`src/rtl/cz_intc_pkg.sv`:
```
// Shared definitions for the cz interrupt controller: register offsets,
// controller state encoding and STATUS register layout.
package cz_intc_pkg;

    localparam logic [2:0] OFS_ENABLE = 3'd0;
    localparam logic [2:0] OFS_MODE   = 3'd1;
    localparam logic [2:0] OFS_PEND   = 3'd2;
    localparam logic [2:0] OFS_STATUS = 3'd3;
    localparam logic [2:0] OFS_EOI    = 3'd4;

    localparam int STAT_IN_SERVICE = 7;
    localparam int STAT_SPURIOUS   = 6;
    localparam int STAT_VEC_LSB    = 0;

    typedef enum logic [1:0] {
        ST_IDLE    = 2'd0,
        ST_REQ     = 2'd1,
        ST_SERVICE = 2'd2
    } intcState_t;

    // Fixed priority: the lowest set index wins.
    function automatic logic [2:0] lowestSet(input logic [7:0] bits);
        logic [2:0] idx;
        idx = 3'd0;
        for (int i = 7; i >= 0; i--) begin
            if (bits[i]) idx = 3'(i);
        end
        return idx;
    endfunction

endpackage

```
`src/rtl/cz_intc_chan.sv`:
```
// One interrupt channel: input synchroniser, rising-edge detector and
// edge pending latch; level channels report the synchronised input directly.
module cz_intc_chan
    import cz_intc_pkg::*;
#(
    parameter int SYNC_STAGES = 2
) (
    input  logic clk,
    input  logic rst,
    input  logic irq,
    input  logic edgeMode,
    input  logic clr,
    output logic pending
);

    logic [SYNC_STAGES-1:0] syncSh;
    logic [SYNC_STAGES-1:0] primeSh;
    logic                   s;
    logic                   prev;
    logic                   edgePend;

    assign s = syncSh[SYNC_STAGES-1];

    // The edge history is held at 1 until the synchroniser has refilled after
    // reset, so a source that was already high is never seen as a new edge.
    always_ff @(posedge clk) begin
        if (rst) begin
            syncSh   <= '0;
            primeSh  <= '0;
            prev     <= 1'b1;
            edgePend <= 1'b0;
        end else begin
            syncSh  <= {syncSh[SYNC_STAGES-2:0], irq};
            primeSh <= {primeSh[SYNC_STAGES-2:0], 1'b1};
            if (primeSh[SYNC_STAGES-1]) prev <= s;
            if (s && !prev) begin
                edgePend <= 1'b1;
            end else if (clr) begin
                edgePend <= 1'b0;
            end
        end
    end

    assign pending = edgeMode ? edgePend : s;

endmodule

```
`src/rtl/cz_intc.sv`:
```
// cz interrupt controller: NUM_INT channels with enable/mode registers, a
// fixed-priority request to the core and a port-bus register window.
module cz_intc
    import cz_intc_pkg::*;
#(
    parameter int         NUM_INT     = 8,
    parameter logic [7:0] BASE_ADDR   = 8'hF0,
    parameter int         SYNC_STAGES = 2
) (
    input  logic               CLK,
    input  logic               xRESET_P,
    input  logic [NUM_INT-1:0] xIRQ_P,
    input  logic [7:0]         xPORTID_P,
    input  logic [7:0]         xOUTPORT_P,
    input  logic               xWSTROBE_P,
    input  logic               xRSTROBE_P,
    output logic [7:0]         xRDATA_P,
    output logic               xRSEL_P,
    output logic               xINT_P,
    input  logic               xINTACK_P,
    output logic [2:0]         xVEC_P
);

    localparam logic [7:0] INT_MASK = 8'((16'd1 << NUM_INT) - 16'd1);

    intcState_t state;
    logic [7:0] enableReg;
    logic [7:0] modeReg;
    logic [7:0] pending;
    logic [7:0] active;
    logic [7:0] pendW1c;
    logic [7:0] ackClr;
    logic [7:0] statusVal;
    logic [2:0] offs;
    logic [2:0] winner;
    logic       wrEn;
    logic       req;
    logic       ackTake;
    logic       inService;
    logic       spurious;
    logic       unusedRstrobe;

    // Reads have no side effects, so the read strobe is not needed.
    assign unusedRstrobe = xRSTROBE_P;

    assign xRSEL_P = (xPORTID_P[7:3] == BASE_ADDR[7:3]);
    assign offs    = xPORTID_P[2:0];
    assign wrEn    = xWSTROBE_P && xRSEL_P;

    assign active  = pending & enableReg;
    assign req     = |active;
    assign winner  = lowestSet(active);
    assign ackTake = (state == ST_REQ) && xINTACK_P && req;
    assign ackClr  = ackTake ? ((8'd1 << winner) & modeReg) : 8'd0;
    assign pendW1c = (wrEn && offs == OFS_PEND) ? (xOUTPORT_P & INT_MASK) : 8'd0;

    for (genvar i = 0; i < 8; i++) begin : gChan
        if (i < NUM_INT) begin : gLive
            cz_intc_chan #(
                .SYNC_STAGES(SYNC_STAGES)
            ) uChan (
                .clk     (CLK),
                .rst     (xRESET_P),
                .irq     (xIRQ_P[i]),
                .edgeMode(modeReg[i]),
                .clr     (pendW1c[i] | ackClr[i]),
                .pending (pending[i])
            );
        end else begin : gTie
            assign pending[i] = 1'b0;
        end
    end

    always_ff @(posedge CLK) begin
        if (xRESET_P) begin
            state     <= ST_IDLE;
            enableReg <= 8'd0;
            modeReg   <= 8'd0;
            inService <= 1'b0;
            spurious  <= 1'b0;
            xINT_P    <= 1'b0;
            xVEC_P    <= 3'd0;
        end else begin
            if (wrEn && offs == OFS_ENABLE) enableReg <= xOUTPORT_P & INT_MASK;
            if (wrEn && offs == OFS_MODE)   modeReg   <= xOUTPORT_P & INT_MASK;

            case (state)
                ST_IDLE: begin
                    if (req) begin
                        state  <= ST_REQ;
                        xINT_P <= 1'b1;
                    end
                end
                ST_REQ: begin
                    if (xINTACK_P) begin
                        xINT_P <= 1'b0;
                        if (req) begin
                            xVEC_P    <= winner;
                            inService <= 1'b1;
                            spurious  <= 1'b0;
                            state     <= ST_SERVICE;
                        end else begin
                            xVEC_P   <= 3'd0;
                            spurious <= 1'b1;
                            state    <= ST_IDLE;
                        end
                    end else if (!req) begin
                        xINT_P <= 1'b0;
                        state  <= ST_IDLE;
                    end
                end
                ST_SERVICE: begin
                    if (wrEn && offs == OFS_EOI) begin
                        inService <= 1'b0;
                        state     <= ST_IDLE;
                    end
                end
                default: begin
                    xINT_P <= 1'b0;
                    state  <= ST_IDLE;
                end
            endcase
        end
    end

    always_comb begin
        statusVal                    = 8'd0;
        statusVal[STAT_IN_SERVICE]   = inService;
        statusVal[STAT_SPURIOUS]     = spurious;
        statusVal[STAT_VEC_LSB+:3]   = xVEC_P;
    end

    always_comb begin
        xRDATA_P = 8'd0;
        if (xRSEL_P) begin
            case (offs)
                OFS_ENABLE: xRDATA_P = enableReg;
                OFS_MODE:   xRDATA_P = modeReg;
                OFS_PEND:   xRDATA_P = pending;
                OFS_STATUS: xRDATA_P = statusVal;
                default:    xRDATA_P = 8'd0;
            endcase
        end
    end

endmodule

```
`config.mk`:
```
export PLATFORM = sky130hd
export DESIGN_NAME = cz_intc
export DESIGN_NICKNAME = d
export VERILOG_FILES = /design/src/rtl/cz_intc_pkg.sv /design/src/rtl/cz_intc_chan.sv /design/src/rtl/cz_intc.sv
export SDC_FILE = /design/constraint.sdc
export NUM_CORES = 1
export LEC_CHECK = 0
export ABC_AREA = 1
export CAP_MARGIN = 10
export CORE_ASPECT_RATIO = 2
export CORE_MARGIN = 2
export CORE_UTILIZATION = 59
export CTS_BUF_LIST = sky130_fd_sc_hd__clkbuf_2 sky130_fd_sc_hd__clkbuf_4 sky130_fd_sc_hd__clkbuf_8
export DETAILED_ROUTE_END_ITERATION = 12
export GPL_TIMING_DRIVEN = 0
export PLACE_DENSITY_LB_ADDON = 0.25
export SYNTH_ARGS = -nofsm -noshare
export SYNTH_HDL_FRONTEND = slang
export SYNTH_SLANG_ARGS = --single-unit
export TNS_END_PERCENT = 20
```
`constraint.sdc`:
```
create_clock -name CLK -period 3.8 [get_ports CLK]
set_input_delay 0.76 -clock CLK [delete_from_list [all_inputs] [get_ports CLK]]
set_output_delay 0.76 -clock CLK [all_outputs]
set_load 0.005 [all_outputs]
```
**After elaboration in Yosys (flattened, before gate mapping)**

Index checks and enable logic that the tools add are counted.

- Flip-flop bits (word level): 72
- Bits of input ports: 29
- Output and inout bits: 13
- Logic and storage cells: 169

- Muxes and demuxes: 59
- Bitwise gates (word level): 11
- Reductions and logical operators: 39
- Shift operators: 1
- Equal/unequal tests: 12

Operators by type and width:

| operator | count |
|---|---|
| 2-to-1 mux 1 bit | 38 |
| one-hot mux 8 bit (4 select lines) | 1 |
| 2-to-1 mux 3 bit | 9 |
| 2-to-1 mux 8 bit | 3 |
| nonzero test 2 bit | 9 |
| bitwise AND 8 bit | 2 |
| logical AND 1 bit | 15 |
| 2-to-1 mux 2 bit | 5 |
| zero test 1 bit | 8 |
| != test 2 bit, second input constant | 4 |
| bitwise OR 1 bit | 8 |
| OR reduction 8 bit | 1 |
| left shift 1 x 3 -> 8 bit, first input constant | 1 |
| == test 3 x 2 -> 1 bit, second input constant | 2 |
| one-hot mux 2 bit (3 select lines) | 1 |
| AND reduction 3 bit | 2 |
| == test 5 bit, second input constant | 1 |
| AND reduction 4 bit | 1 |
| == test 3 x 1 -> 1 bit, second input constant | 1 |
| == test 3 bit, second input constant | 1 |
| zero test 3 bit | 1 |
| != test 3 bit, second input constant | 1 |
| one-hot mux 1 bit (3 select lines) | 1 |
| == test 2 x 1 -> 1 bit, second input constant | 1 |
| 5 further kinds | 5 |

**Longest topological paths before layout**

- Word-level depth: 16
- Mapped depth: 14

**By module**

A second synthesis with hierarchy kept.

- Cell total of the unflattened synthesis: 411
- Area, all modules: 2961.6 um^2

By module, submodules not included:

| module | cells each | area an instance (um^2) | seq. area each (um^2) | instances |
|---|---|---|---|---|
| cz_intc_chan | 23 | 188.9 | 120.1 | 8 |
| cz_intc | 227 | 1450.1 | 480.5 | 1 |

**Least setup slack after synthesis**

OpenSTA, ideal clock, no wires.

- Path type: input-to-output
- From: in xPORTID_P[4]
- To: out xRDATA_P[0]
- Data arrival time: 1.559 ns
- Stages: 6
- Buffers on the path: 0
- Data required time: 3.040 ns
- Path slack: 1.481 ns
- Cells stage by stage: inv_1 -> nor3_1 -> nand3_2 -> inv_1 -> nand2_1 -> a31oi_1

- Longest elaborated chain between the ends: 2

Ends and longest elaborated chain:

| item | RTL line | RTL |
|---|---|---|
| start: declaration | cz_intc.sv:13 | `input logic [7:0] xPORTID_P,` |
| == test 5 bit | cz_intc.sv:46 | `assign xRSEL_P = (xPORTID_P[7:3] == BASE_ADDR[7:3]);` |
| named net xRSEL_P | cz_intc.sv:18 | `output logic xRSEL_P,` |
| 2-to-1 mux 8 bit | cz_intc.sv:135 | `if (xRSEL_P) begin` |
| end: declaration | cz_intc.sv:17 | `output logic [7:0] xRDATA_P,` |

The timed path passes the listed nets, and every way through them passes these cells.

**Final worst setup path**

- From: in xPORTID_P[2]
- To: out xRDATA_P[7]

- Longest elaborated chain between the ends: 3
- Elaborated cells between the ends (all ways): 6
- Those cells by class: eq/ne (3); mux (2); reduce/logical (1)

Ends and longest elaborated chain:

| item | RTL line | RTL |
|---|---|---|
| == test 3 x 2 -> 1 bit (tied with other cells) | cz_intc.sv:136 | `case (offs)` |
| one-hot mux 8 bit (4 select lines) * | cz_intc.sv:136 |  |
| 2-to-1 mux 8 bit * | cz_intc.sv:135 |  |

Mark *: on every way between the ends. The rest lies on a longest branch, timed or not.

==> results.md <==
* Status: complete, no violations
* Worst Tran Pin Value at 0.622 ns
* Part of the Yosys area used for sequential elements at 44.2%
* Count of unique library cells instantiated by Yosys at 29
* Clock network power share at 43.8%
* Max incr delay on CP at 0.66 ns
* DRT iter0 DRCs at 102
* Critical path class: input port to output port
* Cts bufs inserted at 9
* Mean Syn Cell Area at 7.10 um^2
* Placer Congestion at 1.04
* Row Count at 34
* Leakage power at 0.00130 uW
* Worst vdd ir at 405 uV
* Combinational share of power at 7.1%
* Clk_lat worst skew at 0.34 ns
* Power per standard cell area at 389 nW/um^2
* # diodes at 0
* Number of synthesized flops with an enable pin at 0
* Hold Path Origin: gChan[1].gLive.uChan.syncSh[0]
* Final setup TNS at 0 ns
* Area growth, synth to finish at 25.6%
* Number of routed nets with antenna violations at 0
* Sequential group share of total power at 49.2%
* WL/cell at 14.9 um
* GRT Residual Overflow at 0
* Max Root-Sink Buffers at 2
* Starting Density at 61.2%
* Share of the synthesized area in the top cell type at 44.2%
* Critical Path AT at 2.80 ns
* Hold Path End: gChan[1].gLive.uChan.syncSh[1]
* CTS tree: done
* Filler Cells Inserted at 329
* Unrepaired setup endpoints after global routing: no
* Synthesized cell area at 2630 um^2
* Vias in the first global route at 2679
* Switching part of the total power at 22.4%
* Final HPWL DP at 5360 um
* Final Hold Vio Count at 0
* Pre-Repair DR Iteration Count at 4
* Worst Path Max Fanout at 8
* Fin nets at 450
* Clock sinks at 58
* Fmax at 281 MHz
* Share of flip-flops with an asynchronous set or reset at 0%
* Post-route cell area at 3300 um^2
* Power Internal at 997 uW
* Final setup viols at 0
* RR Startpoint: modeReg[1]
* Tcrit/Tclk final at 93.8%
* Final Max Tran Viols at 0
* R2R setup slack at 2.03 ns
* Nature of the critical path endpoint: output port
* Worst r2r path cells at 10
* Yosys top cell by area: dfxtp_1
* Slew headroom at 58.6%
* WL final at 7160 um
* Req. time, crit path at 3.04 ns
* Max_cap viols at 0
* Ys Warns at 0
* Syn_nets at 399
* First-pass GRT wire length at 11800 um
* Core ar. at 4300 um^2
* Die X at 51.2 um
* Primary FF master, synth: dfxtp_1
* Switch Pwr at 288 uW
* Port Buffers at 40
* Top cells by area, synth: dfxtp_1 44%, nand2_1 11%, inv_1 9.1%, a21oi_1 6.7%, nand3_1 4.8%
* CP cell instances: clkdlybuf4s50_1 -> inv_1 -> nand2_1 -> inv_1 -> a221oi_1 -> nor2_1 -> clkdlybuf4s50_1
* Mapped Cells at 370
* Clk slew on worst S/H paths at 0.06 ns
* Hold Crit Class: flop to flop
* FF-to-FF End: gChan[7].gLive.uChan.edgePend
* Vias at 2640
* Type of origin of the critical path: input port
* Drt drc at 0
* Die area at 5040 um^2
* IO Count at 42
* CTS root buffer: clkbuf_8
* Post-DP Area at 3100 um^2
* Die span in y at 98.4 um
* Final min period at 3.56 ns
* WHS Path Cells at 2
* Global Route Usage Sum at 31.8%
* Via-to-Cell Ratio at 5.50
* Largest net degree at the start of global routing at 11
* CP max stage cell: clkdlybuf4s50_1
* Initial antenna violation count at 0
* Worst Skew at 0.0120 ns
* Layout cells sized above 1 at 10.1%
* H-tree Lvls at 3
* Synthesized flop and latch total at 58
## how the worst max path moves through the flow
stage / start / to / cells past startpoint
after global routing: xPORTID_P[2] / xRDATA_P[7] / 7
after floorplan: xPORTID_P[4] / xRDATA_P[0] / 6
after global placement: xPORTID_P[1] / xRDATA_P[7] / 8
final: xPORTID_P[2] / xRDATA_P[7] / 7
after CTS: xPORTID_P[0] / xRDATA_P[7] / 8
after detailed placement: xPORTID_P[0] / xRDATA_P[7] / 8
## power by group through the flow
stage	clock network, uW	registers (uW)	logic, uW
after floorplan	0	644	42.6
after global routing	595	633	101
after CTS	564	632	89.8
after detailed placement	0	645	89.2
after global placement	0	645	87.1
final	563	632	90.7
## placed cells by master, fill, tap and decap left out, drive strengths merged
| cell type | synthesis | layout |
|---|---|---|
| or2 | 7 | 7 |
| nand2 | 81 | 81 |
| a31oi | 5 | 5 |
| buf | 3 | 3 |
| nor3 | 9 | 9 |
| inv | 68 | 68 |
| a41oi | 1 | 1 |
| a32oi | 2 | 2 |
| o22ai | 4 | 4 |
| clkinv | 1 | 3 |
| dfxtp | 58 | 58 |
| clkbuf | 5 | 18 |
| nand4 | 3 | 3 |
| nand3 | 29 | 29 |
| o211ai | 6 | 6 |
| o21ai | 18 | 18 |
| clkdlybuf4s50 | 0 | 40 |
| a21oi | 35 | 35 |
| nor2 | 33 | 33 |
| bufinv | 0 | 1 |
| a221oi | 2 | 2 |
## logic make-up (layout without fill, tap and decap cells)
| kind of cell | Yosys count | after routing | synth area share (%) |
|---|---|---|---|
| and+or+nand+nor | 162 | 162 | 29.0 |
| buffers and inverters | 77 | 133 | 11.2 |
| AOI/OAI and AO/OA | 73 | 73 | 15.6 |
| DFF | 58 | 58 | 44.2 |
## layout make-up
cell class                      count  area (um^2)  share of cell area (%)
Multi-Input combinational cell    235         1180                    35.9
Tap cell                           54         67.6                    2.05
Clock buffer                       13          154                    4.66
Sequential cell                    58         1160                    35.2
Buffer                              8         35.0                    1.06
Timing Repair Buffer               40          400                    12.1
Inverter                           69          259                    7.84
Clock inverter                      3         40.0                    1.21
## worst max-delay path: cells and delay by family
family          cells  cell delay [ns]
buf+inv             4             1.43
simple gates        2             0.30
compound gates      1             0.31
## per-layer routing
| metal | GRT usage, % | wire length [um] | up-vias |
|---|---|---|---|
| met1 | 30.0 | 2560 | 1199 |
| li1 | - | - | 1292 |
| met4 | 22.9 | 444 | 0 |
| met2 | 57.2 | 3710 | 116 |
| met3 | 6.42 | 442 | 33 |
| met5 | 0 | 0 | - |
## state kept, by name, summed over array words and instances (netlist names)
| signal | cells |
|---|---|
| enableReg | 8 |
| gChan.gLive.uChan.edgePend | 8 |
| gChan.gLive.uChan.prev | 8 |
| gChan.gLive.uChan.primeSh | 2 |
| gChan.gLive.uChan.syncSh | 16 |
| inService | 1 |
| modeReg | 8 |
| spurious | 1 |
| state | 2 |
| xINT_P | 1 |
| xVEC_P | 3 |
## through the flow
step	instances	util, %	hold slack (ns)	power (uW)	worst slack (ns)
finish	480	76.8	0.400	1290	0.237
global route	480	76.8	0.409	1330	0.100
CTS	480	76.6	0.401	1290	0.119
detailed placement	464	72.1	0.394	734	0.125
global placement	464	72.1	0.390	732	0.128
floorplan	370	-	0.388	686	1.48
## Yosys cell counts, types with 2 or more instances
master,number
a21oi_1,35
a221oi_1,2
a31oi_1,5
a32oi_1,2
clkbuf_1,5
dfxtp_1,58
inv_1,64
inv_2,4
nand2_1,77
nand2_2,4
nand3_1,25
nand3_2,4
nand4_1,3
nor2_1,29
nor2_4,3
nor3_1,6
nor3_4,2
o211ai_1,6
o21ai_0,18
o22ai_1,4
or2_1,2
or2_2,5
## timing repair
item	CTS	global route
hold buffers	0	0
endpoints found under the setup margin	0	3
gates resized for setup	0	2
buffers inserted	0	0
No activity file was read; power rests on OpenSTA's default activity.
==> RTL edit (config.mk and constraints unchanged) <==
Change the parameter `NUM_INT` from 8 to 7.
--- a/src/rtl/cz_intc.sv
+++ b/src/rtl/cz_intc.sv
@@ -3,7 +3,7 @@
 module cz_intc
     import cz_intc_pkg::*;
 #(
-    parameter int         NUM_INT     = 8,
+    parameter int         NUM_INT     = 7,
     parameter logic [7:0] BASE_ADDR   = 8'hF0,
     parameter int         SYNC_STAGES = 2
 ) (
Ports: changed (resized xIRQ_P); port bits go from 42 to 41. The function was not compared with the original's and may differ.
==> RTL edit against the original RTL <==
- area after synthesis down 2.1%
- count of clock-buffer cells in the layout decreased by 8
- via count decreased by 10%
- worst setup slack improved by 0.064 ns
- sequential cell count fell by 6
- first-iteration DRC count decreased by 29%
- synthesized cell count shrank 8.1%
- sequential power is 11% lower
- register-to-register slack improved by 0.25 ns
- highest routed layer unchanged
- sequential share of layout area is 1.8 points lower
- power shrank 23%
- routed wire length down 9.8%
- largest cell class unchanged
- final cell count down 8.3%
- cell area down 5.6%
==> RTL edit: results (changes against the original RTL) <==
.. list-table::
   :header-rows: 1

   * - Metric
     - Value
   * - Length of the first detailed-routing pass in iterations
     - 5 (+1)
   * - Filler instances
     - 348 (+5.8%)
   * - Insertion delay to the later sink of the worst-skew pair
     - 0.31 ns (-0.03 ns)
   * - Via count of the first global-routing pass
     - 2362 (-12%)
   * - # nets final
     - 413 (-8.2%)
   * - Largest net degree at the start of global routing
     - 19 (+8)
   * - H-tree Lvls
     - 2 (-1)
   * - Global-route wire length before repair
     - 10.70 mm (-9.0%)
   * - Final clock skew
     - 0.007800 ns (-0.004243 ns)
   * - Layout cells sized above 1
     - 0.1891 (+0.08818)
   * - Placed cell area
     - 0.003020 mm^2 (-2.5%)
   * - Main area contributors after synthesis
     - sky130_fd_sc_hd__dfxtp_1 40%, sky130_fd_sc_hd__nand2_1 7.9%, sky130_fd_sc_hd__inv_1 7.7%, sky130_fd_sc_hd__a21oi_1 5.6%, sky130_fd_sc_hd__nor2_1 3.5%
   * - Maximum vdd ir drop
     - 358.1 uV (-12%)
   * - RePlAce Congestion
     - 0.9418 (-9.5%)
   * - Clock-pin transition on the worst setup and hold timing paths
     - 0.10 ns (+0.04 ns)
   * - Biggest cell delay along the critical path
     - 0.64 ns (-0.02 ns)
   * - Top flip-flop cell by instance count after synthesis
     - sky130_fd_sc_hd__dfxtp_1
   * - 1st-iter DRT viols
     - 72 (-29%)
   * - Number of flip-flops in the largest register
     - 14 (-2)
   * - Routed wire length
     - 6.455 mm (-9.8%)
   * - Worst-case setup slack after placement
     - 0.3488 ns (+0.2241 ns)
   * - Nets in the synthesized netlist
     - 368 (-7.8%)
   * - Most used standard cells in the synthesized netlist
     - 54 x sky130_fd_sc_hd__nand2_1, 53 x sky130_fd_sc_hd__inv_1, 52 x sky130_fd_sc_hd__dfxtp_1, 29 x sky130_fd_sc_hd__a21oi_1, 24 x sky130_fd_sc_hd__nor2_1
   * - GRT Util Overall
     - 0.2837 (-0.03386)
   * - Distinct cell type count of the synthesized netlist
     - 30 (+3.4%)
   * - Crit path DAT
     - 2.74 ns (-0.06 ns)
   * - Synthesized-area fraction occupied by ao, oa, aoi and oai cells
     - 0.1634 (+0.007308)
   * - Largest fanout of any net on the critical path
     - 7 (-1)
   * - Number of diodes
     - 0 (unchanged)
   * - Status
     - finished, final reports clean
   * - Number of buffers added by the clock tree synthesis step
     - 5 (-4)
   * - Cell with the largest stage delay on the worst path
     - sky130_fd_sc_hd__clkdlybuf4s50_1
   * - Sequential cell area fraction in the yosys report
     - 0.4047 (-0.03703)
   * - Number of port buffers
     - 38 (-5.0%)
   * - Mean number of vias per cell
     - 5.373 (-2.3%)
   * - Actual slew at the worst max-slew pin
     - 0.6043 ns (-0.01726 ns)
RTL edit: cell types whose count changed in the layout (fill, tap and decap cells not counted), moves of 5 or more:
cell and change:
sky130_fd_sc_hd__nand2_1 -23, sky130_fd_sc_hd__inv_1 -11, sky130_fd_sc_hd__inv_2 +11, sky130_fd_sc_hd__nand3_1 -9
sky130_fd_sc_hd__o21ai_0 -8, sky130_fd_sc_hd__nand2_2 +7, sky130_fd_sc_hd__a21oi_1 -6, sky130_fd_sc_hd__dfxtp_1 -6
sky130_fd_sc_hd__nand2_4 +6, sky130_fd_sc_hd__o21ai_1 +6, sky130_fd_sc_hd__nor2_1 -5
RTL edit: final timing paths:
| check | from | to | slack, ns | depth (start not counted) |
|---|---|---|---|---|
| max | xPORTID_P[0] | xRDATA_P[2] | 0.30 | 6 |
| min | gChan[4].gLive.uChan.syncSh[0] | gChan[4].gLive.uChan.syncSh[1] | 0.40 | 2 |
| max reg2reg | state[1] | gChan[0].gLive.uChan.edgePend | 2.28 | 8 |
| min reg2reg | gChan[4].gLive.uChan.syncSh[0] | gChan[4].gLive.uChan.syncSh[1] | 0.40 | 2 |
RTL edit: report_power, final:
part	switching, uW	internal (uW)
clock	197	136
combinational	50.3	40.9
sequential	5.60	560
total	253	736
RTL edit: through the flow:
step / utilization / cells
4_1_cts: 0.7326 / 440
5_1_grt: 0.7326 / 440
3_3_place_gp: 0.7100 / 432
6_report: 0.7326 / 440
2_1_floorplan: - / 340
3_5_place_dp: 0.7100 / 432
RTL edit: critical path, delay by kind of cell:
| kind | cells | cell delay [ns] |
|---|---|---|
| buffers and inverters | 3 | 1.23 |
| AO/OA/AOI/OAI | 2 | 0.37 |
| AND/OR/NAND/NOR | 1 | 0.37 |
RTL edit: layer usage:
metal / vias up / global-route usage / wire length [um]
li1: 1177 / - / -
met1: 1095 / 0.3313 / 2587
met2: 75 / 0.4868 / 3335
met3: 17 / 0.03231 / 273
met4: 0 / 0.1559 / 258
met5: - / 0 / 0
RTL edit: cells by family after synthesis:
logic type / Yosys count
buffers and inverters: 76
flip-flops: 52
AND/OR/NAND/NOR: 140
AO/OA/AOI/OAI: 72
RTL edit: final cells by class:
class,instances,share of cell area
plain buffers,8,0.01686
clock buffers,5,0.02208
clock inverters,3,0.008832
inverters,68,0.08189
multi-input cells,212,0.3926
flip-flops and latches,52,0.3340
well taps,54,0.02168
repair buffers,38,0.1220
